## src/rtl/pow2_share_arbiter_if.sv

```systemverilog
`default_nettype none
// ============================================================================
// Module  : pow2_share_arbiter_if
// Purpose : Request/response bundle for the shared pow2 unit arbiter.
// Rev     : 1.0  initial release
// ============================================================================
interface pow2_share_arbiter_if #(
  parameter int W     = 16,
  parameter int N_REQ = 4,
  parameter int ID_W  = 2
);
  logic [N_REQ-1:0]   req_valid;
  logic [N_REQ*W-1:0] req_data;
  logic [N_REQ-1:0]   req_ready;
  logic               rsp_valid;
  logic [W-1:0]       rsp_data;
  logic [ID_W-1:0]    rsp_id;
  logic               rsp_ready;
  logic [1:0]         inflight;
  logic               idle;

  // Requesters and response consumer side.
  modport master (
    output req_valid, req_data, rsp_ready,
    input  req_ready, rsp_valid, rsp_data, rsp_id, inflight, idle
  );

  // Arbiter side.
  modport slave (
    input  req_valid, req_data, rsp_ready,
    output req_ready, rsp_valid, rsp_data, rsp_id, inflight, idle
  );
endinterface
`default_nettype wire

```

## src/rtl/pow2_share_arbiter.sv

```systemverilog
`default_nettype none
// ============================================================================
// Module  : pow2_share_arbiter
// Purpose : Round-robin sharing of one pow2 approximation unit, 2-stage pipe.
// Rev     : 1.0  initial release
// ============================================================================
module pow2_share_arbiter #(
  parameter int W         = 16,
  parameter int INT_WIDTH = 3,
  parameter int FRC_WIDTH = 12,
  parameter int N_REQ     = 4,
  parameter int ID_W      = 2
) (
  input  wire logic            clk,
  input  wire logic            rst_n,
  pow2_share_arbiter_if.slave  bus
);

  localparam logic [ID_W-1:0] c_last_idx = ID_W'(N_REQ - 1);

  // Approximates 2^x as {1,f} scaled by the sign and a one-step exponent.
  function automatic logic [W-1:0] f_pow2(input logic [W-1:0] x);
    logic                 s;
    logic [INT_WIDTH-1:0] n;
    logic [FRC_WIDTH-1:0] f;
    logic [W-1:0]         base;
    logic [W-1:0]         y1;
    logic                 shift;
    s     = x[W-1];
    n     = x[W-2:FRC_WIDTH];
    f     = x[FRC_WIDTH-1:0];
    base  = {{(W-FRC_WIDTH-1){1'b0}}, 1'b1, f};
    y1    = s ? (base >> 1) : base;
    shift = (n != '0) && (n != '1);
    return shift ? (s ? (y1 >> 1) : (y1 << 1)) : y1;
  endfunction

  logic              r_s1_v;
  logic [W-1:0]      r_s1_data;
  logic [ID_W-1:0]   r_s1_id;
  logic              r_s2_v;
  logic [W-1:0]      r_s2_data;
  logic [ID_W-1:0]   r_s2_id;
  logic [ID_W-1:0]   r_ptr;

  logic              w_s1_adv;
  logic              w_s2_adv;
  logic              w_any;
  logic [ID_W-1:0]   w_grant_idx;
  logic [ID_W-1:0]   w_ptr_nxt;
  logic [W-1:0]      w_sel_data;
  logic [N_REQ-1:0]  w_req_ready;
  logic [1:0]        w_inflight;

  assign w_s2_adv = !r_s2_v || bus.rsp_ready;
  assign w_s1_adv = !r_s1_v || w_s2_adv;
  assign w_any    = |bus.req_valid;

  // Rotating-priority search starting at r_ptr.
  always_comb begin : p_arb
    int              v_idx;
    logic            v_found;
    logic [ID_W-1:0] v_sel;
    w_grant_idx = '0;
    v_found     = 1'b0;
    v_idx       = 0;
    v_sel       = '0;
    for (int k = 0; k < N_REQ; k++) begin
      v_idx = int'(r_ptr) + k;
      if (v_idx >= N_REQ) begin
        v_idx = v_idx - N_REQ;
      end
      v_sel = ID_W'(v_idx);
      if (!v_found && bus.req_valid[v_sel]) begin
        v_found     = 1'b1;
        w_grant_idx = v_sel;
      end
    end
  end

  always_comb begin
    w_sel_data = bus.req_data[int'(w_grant_idx)*W +: W];
    w_ptr_nxt  = (w_grant_idx == c_last_idx) ? '0 : (w_grant_idx + 1'b1);
  end

  // Ready is forced low while reset is held so nothing looks accepted.
  for (genvar gi = 0; gi < N_REQ; gi++) begin : g_ready
    assign w_req_ready[gi] = rst_n && w_s1_adv && w_any && (w_grant_idx == ID_W'(gi));
  end

  always_ff @(posedge clk or negedge rst_n) begin
    if (!rst_n) begin
      r_ptr     <= '0;
      r_s1_v    <= 1'b0;
      r_s1_data <= '0;
      r_s1_id   <= '0;
    end else if (w_s1_adv) begin
      r_s1_v <= w_any;
      if (w_any) begin
        r_s1_data <= w_sel_data;
        r_s1_id   <= w_grant_idx;
        r_ptr     <= w_ptr_nxt;
      end
    end
  end

  always_ff @(posedge clk or negedge rst_n) begin
    if (!rst_n) begin
      r_s2_v    <= 1'b0;
      r_s2_data <= '0;
      r_s2_id   <= '0;
    end else if (w_s2_adv) begin
      r_s2_v    <= r_s1_v;
      r_s2_data <= f_pow2(r_s1_data);
      r_s2_id   <= r_s1_id;
    end
  end

  assign w_inflight    = {1'b0, r_s1_v} + {1'b0, r_s2_v};
  assign bus.req_ready = w_req_ready;
  assign bus.rsp_valid = r_s2_v;
  assign bus.rsp_data  = r_s2_data;
  assign bus.rsp_id    = r_s2_id;
  assign bus.inflight  = w_inflight;
  assign bus.idle      = (w_inflight == 2'd0) && !w_any;

endmodule
`default_nettype wire

```

## src/flat_wrapper.sv

```systemverilog
// flat-port wrapper written by rule: the top's interface ports become plain ports
module pow2_share_arbiter_flat 
#(
  parameter int W         = 16,
  parameter int INT_WIDTH = 3,
  parameter int FRC_WIDTH = 12,
  parameter int N_REQ     = 4,
  parameter int ID_W      = 2
)
  (clk, rst_n, bus_req_valid, bus_req_data, bus_rsp_ready, bus_req_ready, bus_rsp_valid, bus_rsp_data, bus_rsp_id, bus_inflight, bus_idle);
  pow2_share_arbiter_if #(.W(W), .N_REQ(N_REQ), .ID_W(ID_W)) bus_i ();
  input  wire logic clk;
  input  wire logic rst_n;
  input wire logic [$bits(bus_i.req_valid)-1:0] bus_req_valid;
  input wire logic [$bits(bus_i.req_data)-1:0] bus_req_data;
  input wire logic [$bits(bus_i.rsp_ready)-1:0] bus_rsp_ready;
  output wire logic [$bits(bus_i.req_ready)-1:0] bus_req_ready;
  output wire logic [$bits(bus_i.rsp_valid)-1:0] bus_rsp_valid;
  output wire logic [$bits(bus_i.rsp_data)-1:0] bus_rsp_data;
  output wire logic [$bits(bus_i.rsp_id)-1:0] bus_rsp_id;
  output wire logic [$bits(bus_i.inflight)-1:0] bus_inflight;
  output wire logic [$bits(bus_i.idle)-1:0] bus_idle;
  assign bus_i.req_valid = bus_req_valid;
  assign bus_i.req_data = bus_req_data;
  assign bus_i.rsp_ready = bus_rsp_ready;
  assign bus_req_ready = bus_i.req_ready;
  assign bus_rsp_valid = bus_i.rsp_valid;
  assign bus_rsp_data = bus_i.rsp_data;
  assign bus_rsp_id = bus_i.rsp_id;
  assign bus_inflight = bus_i.inflight;
  assign bus_idle = bus_i.idle;
  pow2_share_arbiter #(.W(W), .INT_WIDTH(INT_WIDTH), .FRC_WIDTH(FRC_WIDTH), .N_REQ(N_REQ), .ID_W(ID_W)) u_core (.clk(clk), .rst_n(rst_n), .bus(bus_i));
endmodule
```

## config.mk

```make
export PLATFORM = sky130hd
export DESIGN_NAME = pow2_share_arbiter_flat
export DESIGN_NICKNAME = d
export VERILOG_FILES = /design/src/rtl/pow2_share_arbiter_if.sv /design/src/rtl/pow2_share_arbiter.sv /design/src/flat_wrapper.sv
export SDC_FILE = /design/constraint.sdc
export NUM_CORES = 1
export LEC_CHECK = 0
export CAP_MARGIN = 40
export CELL_PAD_IN_SITES_DETAIL_PLACEMENT = 0
export CELL_PAD_IN_SITES_GLOBAL_PLACEMENT = 1
export CORE_MARGIN = 1
export CORE_UTILIZATION = 31
export DETAILED_ROUTE_END_ITERATION = 10
export PLACE_DENSITY = 0.84
export SLEW_MARGIN = 30
export SYNTH_ARGS = -nofsm -noshare
export SYNTH_HDL_FRONTEND = slang
export SYNTH_SLANG_ARGS = --single-unit
```

## constraint.sdc

```tcl
create_clock -name clk -period 2.65 [get_ports clk]
set_clock_uncertainty 0.2 [all_clocks]
set_input_delay 0.53 -clock clk [delete_from_list [all_inputs] [get_ports clk]]
set_output_delay 0.53 -clock clk [all_outputs]
set_load 0.01 [all_outputs]
```

# After elaboration in Yosys (flattened, before gate mapping)
# Cells that the tools add are included.
dict set report word_totals {
  register_bits 40
  in_bits 71
}
dict set report classes {
  addsub 9
  order_cmp 8
  n_eq_ne 4
  shift 1
  n_mux 23
  reduce_logical 24
}
# operator n
set op_table {}
lappend op_table {{variable part select 64 x 7 -> 16 bit} 1}
lappend op_table {{2-to-1 mux 16 bit} 2}
lappend op_table {{2-to-1 mux 2 bit} 9}
lappend op_table {{2-to-1 mux 13 bit} 1}
lappend op_table {{less-than comparator 2 x 3 -> 1 bit, second input constant} 4}
lappend op_table {{logical AND 1 bit} 11}
lappend op_table {{>= comparator 3 bit, second input constant} 3}
lappend op_table {{binary-select mux 1 bit (select 2 bit)} 4}
lappend op_table {{subtractor 2 x 1 -> 2 bit, second input constant} 4}
lappend op_table {{2-to-1 mux 1 bit} 7}
lappend op_table {{adder 2 x 2 -> 3 bit, second input constant} 2}
lappend op_table {{zero test 1 bit} 6}
lappend op_table {{== test 2 bit, second input constant} 2}
lappend op_table {{zero test 2 bit} 2}
lappend op_table {{OR reduction 4 bit} 1}
lappend op_table {{adder 2 x 1 -> 3 bit, second input constant} 1}
lappend op_table {{>= comparator 2 x 3 -> 1 bit, second input constant} 1}
lappend op_table {{inequality test 3 bit, second input constant} 1}
lappend op_table {{nonzero test 3 bit} 1}
lappend op_table {{adder 1 x 1 -> 2 bit} 1}
lappend op_table {{adder 2 x 1 -> 2 bit, second input constant} 1}
lappend op_table {{== test 2 x 1 -> 1 bit, second input constant} 1}
lappend op_table {{logical OR 1 bit} 2}
lappend op_table {{AND reduction 2 bit} 1}

# Longest topological paths before layout
# Gate-level depths: netlist of the first run.
dict set report logic_depth {
  depth_word 16
  mapped_depth 8
  mapped_depth_nobuf 5
}

# Worst setup path before layout of the first run
# Ideal clock, no wire load.
dict set report synth_path {
  path_kind {input to output}
  startpoint {input bus_req_valid[2]}
  endpoint {output bus_req_ready[2]}
  arrival_time_ps 1715
  required_time_ps 1920
  slack_ps 205
  cell_stages 7
  n_path_buf 2
  path_cell_list {nor2b_1 a211oi_1 o22ai_1 buf_2 buf_4 ha_1 and3_1}
}
dict set report synth_between {
  elab_chain_cells 14
}
# item line
set synth_rtl {}
lappend synth_rtl {{start, declared} flat_wrapper.sv:14} ;# input wire logic [$bits(bus_i.req_valid)-1:0] bus_req_valid;
lappend synth_rtl {{binary-select mux 1 bit (select 2 bit)} pow2_share_arbiter.sv:74} ;# if (!v_found && bus.req_valid[v_sel]) begin
lappend synth_rtl {{2-to-1 mux 1 bit (implied by the code)} pow2_share_arbiter.sv:74}
lappend synth_rtl {{2-to-1 mux 1 bit} pow2_share_arbiter.sv:74}
lappend synth_rtl {{zero test 1 bit} pow2_share_arbiter.sv:74}
lappend synth_rtl {{logical AND 1 bit} pow2_share_arbiter.sv:74}
lappend synth_rtl {{2-to-1 mux 1 bit} pow2_share_arbiter.sv:74}
lappend synth_rtl {{zero test 1 bit} pow2_share_arbiter.sv:74}
lappend synth_rtl {{logical AND 1 bit} pow2_share_arbiter.sv:74}
lappend synth_rtl {{2-to-1 mux 1 bit} pow2_share_arbiter.sv:74}
lappend synth_rtl {{zero test 1 bit} pow2_share_arbiter.sv:74}
lappend synth_rtl {{logical AND 1 bit} pow2_share_arbiter.sv:74}
lappend synth_rtl {{2-to-1 mux 2 bit} pow2_share_arbiter.sv:74}
lappend synth_rtl {{== test 2 bit} pow2_share_arbiter.sv:88} ;# assign w_req_ready[gi] = rst_n && w_s1_adv && w_any && (w_grant_idx == ID_W'(gi));
lappend synth_rtl {{logical AND 1 bit *} pow2_share_arbiter.sv:88}
lappend synth_rtl {{end, declared} flat_wrapper.sv:17} ;# output wire logic [$bits(bus_i.req_ready)-1:0] bus_req_ready;
# Every way passes the cells marked *; elsewhere a longest branch is shown, timed or not. The select of a mux whose other input is x is not followed.

# Final worst setup path of the first run
dict set report layout_path {
  startpoint {input bus_req_valid[3]}
  endpoint {output bus_req_ready[2]}
}
# The elaborated chain is that of the path after synthesis.

==> results of run 1 <==
[layout by cell type (no fill, tap or decap), types with 3 or more instances in the layout]
| cell type | Yosys | routed |
|---|---|---|
| clkdlybuf4s50_1 | 0 | 84 |
| dfrtp_1 | 38 | 37 |
| nand2_1 | 34 | 34 |
| nor2_1 | 35 | 34 |
| buf_4 | 3 | 19 |
| a221oi_1 | 16 | 16 |
| mux2i_1 | 16 | 16 |
| o22ai_1 | 17 | 16 |
| o21ai_0 | 7 | 6 |
| mux4_2 | 6 | 6 |
| clkbuf_8 | 0 | 6 |
| inv_1 | 6 | 5 |
| a21oi_1 | 4 | 4 |
| and3_1 | 4 | 4 |
| dlygate4sd2_1 | 0 | 4 |
| a31oi_1 | 3 | 3 |
| mux4_1 | 3 | 3 |
| ha_1 | 3 | 3 |
| clkbuf_2 | 0 | 3 |
[cells by family after synthesis]
kind of cell	share of synthesized area, %
adder cells (fa/ha/maj)	1.66
buffers and inverters	5.91
AO/OA/AOI/OAI	17.5
other	0.166
AND/OR/NAND/NOR	15.7
flip-flops	42.0
multiplexers	17.0
[routing by layer]
layer / vias up / track usage, % / wire [um] / part of all wire [%]
met5: - / 0 / 0 / 0
met4: 0 / 5.66 / 96 / 1.5
met3: 9 / 3.60 / 368 / 5.7
met2: 80 / 29.7 / 3030 / 47
met1: 1003 / 25.5 / 2910 / 45
li1: 1070 / - / - / -
[metrics by stage]
stage	util, %	TNS (ns)	std cells	cell area, um2	power (uW)
5_1_grt	51.4	0	435	3550	3130
2_1_floorplan	-	0	236	2270	1750
6_report	51.4	0	435	3550	2910
3_3_place_gp	49.0	-2.02	426	3380	2270
3_5_place_dp	49.0	-2.34	426	3380	2300
4_1_cts	51.4	-0.0383	435	3550	2930
[sequential cells by signal, indices dropped and copies added, names as in the netlist]
signal and cells:
u_core.r_s1_data 16, u_core.r_s1_v 1, u_core.bus.rsp_valid 1, u_core.bus.rsp_data 14, u_core.r_ptr 2, u_core.r_s1_id 2, u_core.bus.rsp_id 2
[power breakdown]
group          total, uW  switching [uW]  internal [uW]
clock                614             212            402
combinational       1320             561            756
sequential           975             188            787
[critical path, delay by kind of cell]
kind                       cells  cell delay (ns)
buffers and inverters          3             0.61
AOI/OAI and AO/OA              2             0.37
adders and majority gates      1             0.20
and+or+nand+nor                1             0.16
[timing repair]
| item | 4_1_cts | 5_1_grt |
|---|---|---|
| gates resized for setup | 15 | 13 |
| endpoints found under the hold margin | 1 | 0 |
| cloned | 0 | 0 |
| setup endpoints to repair | 5 | 4 |
| pin swaps | 2 | 1 |
| hold buffers | 1 | 0 |
[worst min-delay path by stage]
stage / end / slack [ns]
floorplan: u_core.bus.rsp_data[0] / 0.03
CTS: u_core.bus.rsp_data[7] / 0.28
finish: u_core.bus.rsp_data[7] / 0.27
detailed placement: u_core.r_ptr[1] / 0.16
global route: u_core.r_s1_id[0] / 0.30
global placement: u_core.r_ptr[1] / 0.16
[final cells by class]
type,instances,share of cell area (%)
Multi-Input combinational cell,172,34.5
Tap cell,96,3.38
Inverter,6,0.634
Timing Repair Buffer,115,30.7
Clock buffer,6,2.33
Clock inverter,2,1.69
Sequential cell,38,26.8
==> results by group, run 1 <==
Run status
  – Status: finished clean

Global routing
  – Total gr overflow: 0
  – Vias in the first global route: 2,300
  – First-pass GRT wire length: 11,000 um
  – Largest net degree at the start of global routing: 38
  – Initial antenna violation count: 0
  – Total track usage: 18.6%

Synthesis
  – Most common cell in the netlist: dfrtp_1
  – Mean Syn Cell Area: 9.64 um2
  – Async set-reset flop share out of synthesis: 100%
  – Post-synthesis sequential area ratio: 42.0%
  – Synth top area cells: dfrtp_1 (42%), mux2i_1 (7.1%), a221oi_1 (6.2%), mux4_2 (6.0%), nor2_1 (5.8%)
  – Post-synth EDFFs: 0
  – Leading area contributor after synthesis: dfrtp_1
  – Cell variety after synth: 38
  – #FFs+latches synth: 38
  – Top cell type's share of synthesized area: 42.0%
  – Ys flop type: dfrtp_1
  – Synth top cells by count: dfrtp_1 (38), nor2_1 (35), nand2_1 (34), o22ai_1 (17)
  – Yosys warns: 0
  – Mapped Cells: 235
  – Area of the mapped netlist: 2260 um2

Clock network
  – Clk_lat worst skew: 0.29 ns
  – CTS root buf: clkbuf_8
  – Total setup buffers inserted after CTS: 0
  – TritonCTS buffer count: 5
  – Clock transition at path regs: 0.08 ns
  – Clock buffer depth: 2
  – CTS tree: yes
  – Htree depth: 2
  – CTS Sinks: 38

Timing
  – RSZ-0062 raised after global routing: no
  – Final WS setup: 0.0534 ns
  – Post-layout minimum cycle time: 2.60 ns
  – Least-Margin Pin Slew: 0.570 ns
  – Max Slew Vio Count: 0
  – Slew HR: 62.0%
  – Period utilization: 98.0%
  – Fmax: 0.385 GHz
  – Final hold slack: 0.267 ns
  – Final hold vios: 0
  – Setup-failing EPs final: 0

Power
  – PwrDens: 818 nW/um2
  – Max VDD drop: 357 uV
  – Pleak: 0.00157 uW

Final layout
  – Ant. Diodes: 0
  – Register area: 952 um2
  – Final #Nets: 412
  – Share of cells above drive strength 1: 15.3%
  – Area occupied by multi-input gates: 1220 um2
  – Fill cells: 664
  – Synth-to-layout area growth: 56.8%

Route
  – Pre-Repair DR Iteration Count: 4
  – Final wirelength: 6410 um
  – Routed Antenna Nets: 0
  – # DRC: 0
  – Routed len/inst: 14.7 um
  – Post-DR vias/cell: 4.97
  – Initial DRC Count: 120
  – Vias: 2,162

Hold path
  – Min-delay src: u_core.bus.rsp_data[7]
  – Worst min-delay path category: reg2reg
  – Hold depth: 2

Placed design
  – Gpl congestion: 0.816
  – Port bufs: 94
  – Hpwl dp: 4940 um
  – Worst slack, placed: -0.490 ns

Critical path
  – Max FO, Critical Path: 3
  – Worst reg2reg setup slack: 0.66 ns
  – Reg-to-Reg Start: u_core.r_ptr[0]
  – Cell count of the worst reg-to-reg path: 7
  – Critical path data arrival time: 1.87 ns
  – CP max stage cell: dlygate4sd2_1
  – Startpoint types: primary input
  – R2r endpoint: u_core.r_s1_data[6]
  – Worst path required time: 1.92 ns
  – Critical Path Source: bus_req_valid[3]
  – WS Path Type: in2out
  – CP endpoint: bus_req_ready[2]
  – Slowest stage delay, CP: 0.28 ns
  – Setup crit end kind: primary output
  – CP Cell Sequence: clkdlybuf4s15_1, inv_2, a211oi_2, o22ai_2, ha_1, and3_1, dlygate4sd2_1

Floorplan
  – Die H: 87.5 um
  – Starting Density: 32.8%
  – Die width: 87.5 um
  – Num rows: 30
  – Die area: 7650 um2
  – Core ar.: 6910 um2
  – I/O pin cnt: 97

Flow run
  – Max Cap Viol: 0
Note: power is estimated with default switching activity, not from simulation.
==> run 2, diff against run 1 <==
==> constraint.sdc (replaced) <==
create_clock -name clk -period 2.7 [get_ports clk]
set_clock_uncertainty 0.2 [all_clocks]
set_input_delay 0.54 -clock clk [delete_from_list [all_inputs] [get_ports clk]]
set_output_delay 0.54 -clock clk [all_outputs]
set_load 0.01 [all_outputs]
==> results by group, run 2 (synthesis gave the netlist of run 1 again) <==
Clock network
  – Clock transition at path regs: 0.07 ns
  – Htree depth: 2
  – CTS root buf: clkbuf_8
  – Clock buffer depth: 2
  – Total setup buffers inserted after CTS: 0
  – CTS Sinks: 38
  – TritonCTS buffer count: 5
  – Clk_lat worst skew: 0.29 ns
  – CTS tree: yes

Floorplan
  – Die H: 87.5 um
  – Die area: 7650 um2
  – Num rows: 30
  – Starting Density: 32.8%
  – I/O pin cnt: 97
  – Die width: 87.5 um
  – Core ar.: 6910 um2

Placed design
  – Placed Instances: 426
  – Port bufs: 94
  – Hpwl dp: 4920 um
  – Worst slack, placed: -0.474 ns
  – Gpl congestion: 0.816

Global routing
  – Largest net degree at the start of global routing: 38
  – Total track usage: 18.5%
  – First-pass GRT wire length: 10,900 um
  – Total gr overflow: 0
  – Vias in the first global route: 2,270
  – Initial antenna violation count: 0

Hold path
  – Hold depth: 2
  – Worst min-delay path category: reg2reg
  – Min-delay src: u_core.bus.rsp_data[11]
  – Hold endpoint: u_core.bus.rsp_data[11]

Critical path
  – Setup crit end kind: primary output
  – Slowest stage delay, CP: 0.35 ns
  – R2r endpoint: u_core.r_s1_data[6]
  – Max FO, Critical Path: 6
  – Worst reg2reg setup slack: 0.72 ns
  – Cell count of the worst reg-to-reg path: 7
  – Startpoint types: primary input
  – WS Path Type: in2out
  – CP max stage cell: dlygate4sd2_1
  – Critical path data arrival time: 1.87 ns
  – Critical Path Most Common Cell: dlygate4sd2_1
  – CP delay by family, top: buffers and inverters
  – CP Cell Sequence: dlygate4sd2_1, a21oi_2, o21ai_1, a2bb2oi_2, ha_1, and3_1, dlygate4sd2_1
  – Worst Path Buf+Inv: 2
  – Reg-to-Reg Start: u_core.r_ptr[0]
  – Worst path required time: 1.96 ns

Final layout
  – Biggest register: u_core.r_s1_data
  – Finished Layout Cells: 435
  – Final #Nets: 412
  – Max reg flops: 16
  – Most frequent cells in the layout: clkdlybuf4s50_1 (84), dfrtp_1 (37), nand2_1 (34), nor2_1 (34), buf_4 (19)
  – Commonest non-fill, non-tap cell in the layout: clkdlybuf4s50_1
  – Synth-to-layout area growth: 54.8%
  – Share of cells above drive strength 1: 15.3%
  – Ant. Diodes: 0

Timing
  – Final hold slack: 0.273 ns
  – Post-layout minimum cycle time: 2.61 ns
  – Period utilization: 96.8%
  – Slew HR: 62.8%
  – Fmax: 0.383 GHz
  – Least-Margin Pin Slew: 0.559 ns
  – Final hold vios: 0
  – RSZ-0062 raised after global routing: no
  – Final WS setup: 0.0862 ns
  – Max Slew Vio Count: 0
  – Setup-failing EPs final: 0

Power
  – Max VDD drop: 301 uV
  – Pleak: 0.00155 uW
  – Power Total: 2650 uW
  – PwrDens: 756 nW/um2

Route
  – Pre-Repair DR Iteration Count: 4
  – # DRC: 0
  – Routed Antenna Nets: 0
  – Routed len/inst: 14.5 um
  – Vias: 2,178
  – Initial DRC Count: 113
  – Post-DR vias/cell: 5.01
  – Final wirelength: 6310 um

Run status
  – Status: finished clean

Flow run
  – Max Cap Viol: 0
run 2: cell types whose count changed in the layout (fill, tap and decap cells not counted), sizes merged:
cell | previous run | this run
clkbuf | 9 | 10
clkinv | 0 | 1
buf | 21 | 22
clkdlybuf4s15 | 2 | 0
dlygate4sd2 | 4 | 5
bufinv | 2 | 0
run 2: repair_timing:
| item | 4_1_cts | 5_1_grt |
|---|---|---|
| resized for setup | 19 | 12 |
| setup endpoints to repair | 5 | 3 |
| pin swaps | 1 | 2 |
| endpoints found under the hold margin | 1 | 0 |
| hold buffers | 1 | 0 |
run 2: worst min-delay path, delay by kind of cell, from the launching register on:
family / cells / cell delay [ns]
DFF: 1 / 0.35
and+or+nand+nor: 2 / 0.10
run 2: worst max-delay path by stage:
stage / slack, ns / startpoint / cells after the start / endpoint
after detailed placement: -0.47 / bus_req_valid[1] / 6 / bus_req_ready[0]
after floorplan: 0.24 / bus_req_valid[2] / 7 / bus_req_ready[2]
after global placement: -0.42 / bus_req_valid[2] / 7 / bus_req_ready[2]
after CTS: 0.006 / bus_req_valid[0] / 7 / bus_req_ready[2]
final: 0.09 / bus_req_valid[1] / 7 / bus_req_ready[2]
after global routing: 0.02 / bus_req_valid[1] / 7 / bus_req_ready[0]
run 2: cell type report:
cell class	instances	area (um2)
Sequential cell	38	952
Timing Repair Buffer	115	1080
Multi-Input combinational cell	172	1240
Clock inverter	1	5.00
Inverter	6	22.5
Fill cell	665	3400
Tap cell	96	120
Clock buffer	7	86.3
run 2: through the flow:
step / area [um2] / setup TNS, ns / util [%]
after floorplan: 2270 / 0 / -
after global placement: 3380 / -1.87 / 49.0
after detailed placement: 3380 / -2.20 / 49.0
after CTS: 3510 / 0 / 50.9
after global routing: 3510 / 0 / 50.8
final: 3510 / 0 / 50.8
run 2: power breakdown:
part / total (uW) / internal [uW] / switching [uW]
Clock: 400 / 206 / 194
Sequential: 956 / 773 / 183
Combinational: 1290 / 743 / 552
run 2: per-layer routing:
layer / vias up / share of wire (%) / global-route usage (%)
met1: 1020 / 45 / 24.6
met3: 8 / 6.3 / 4.83
li1: 1064 / - / -
met4: 0 / 1.2 / 4.92
met2: 86 / 47 / 29.8
met5: - / 0 / 0
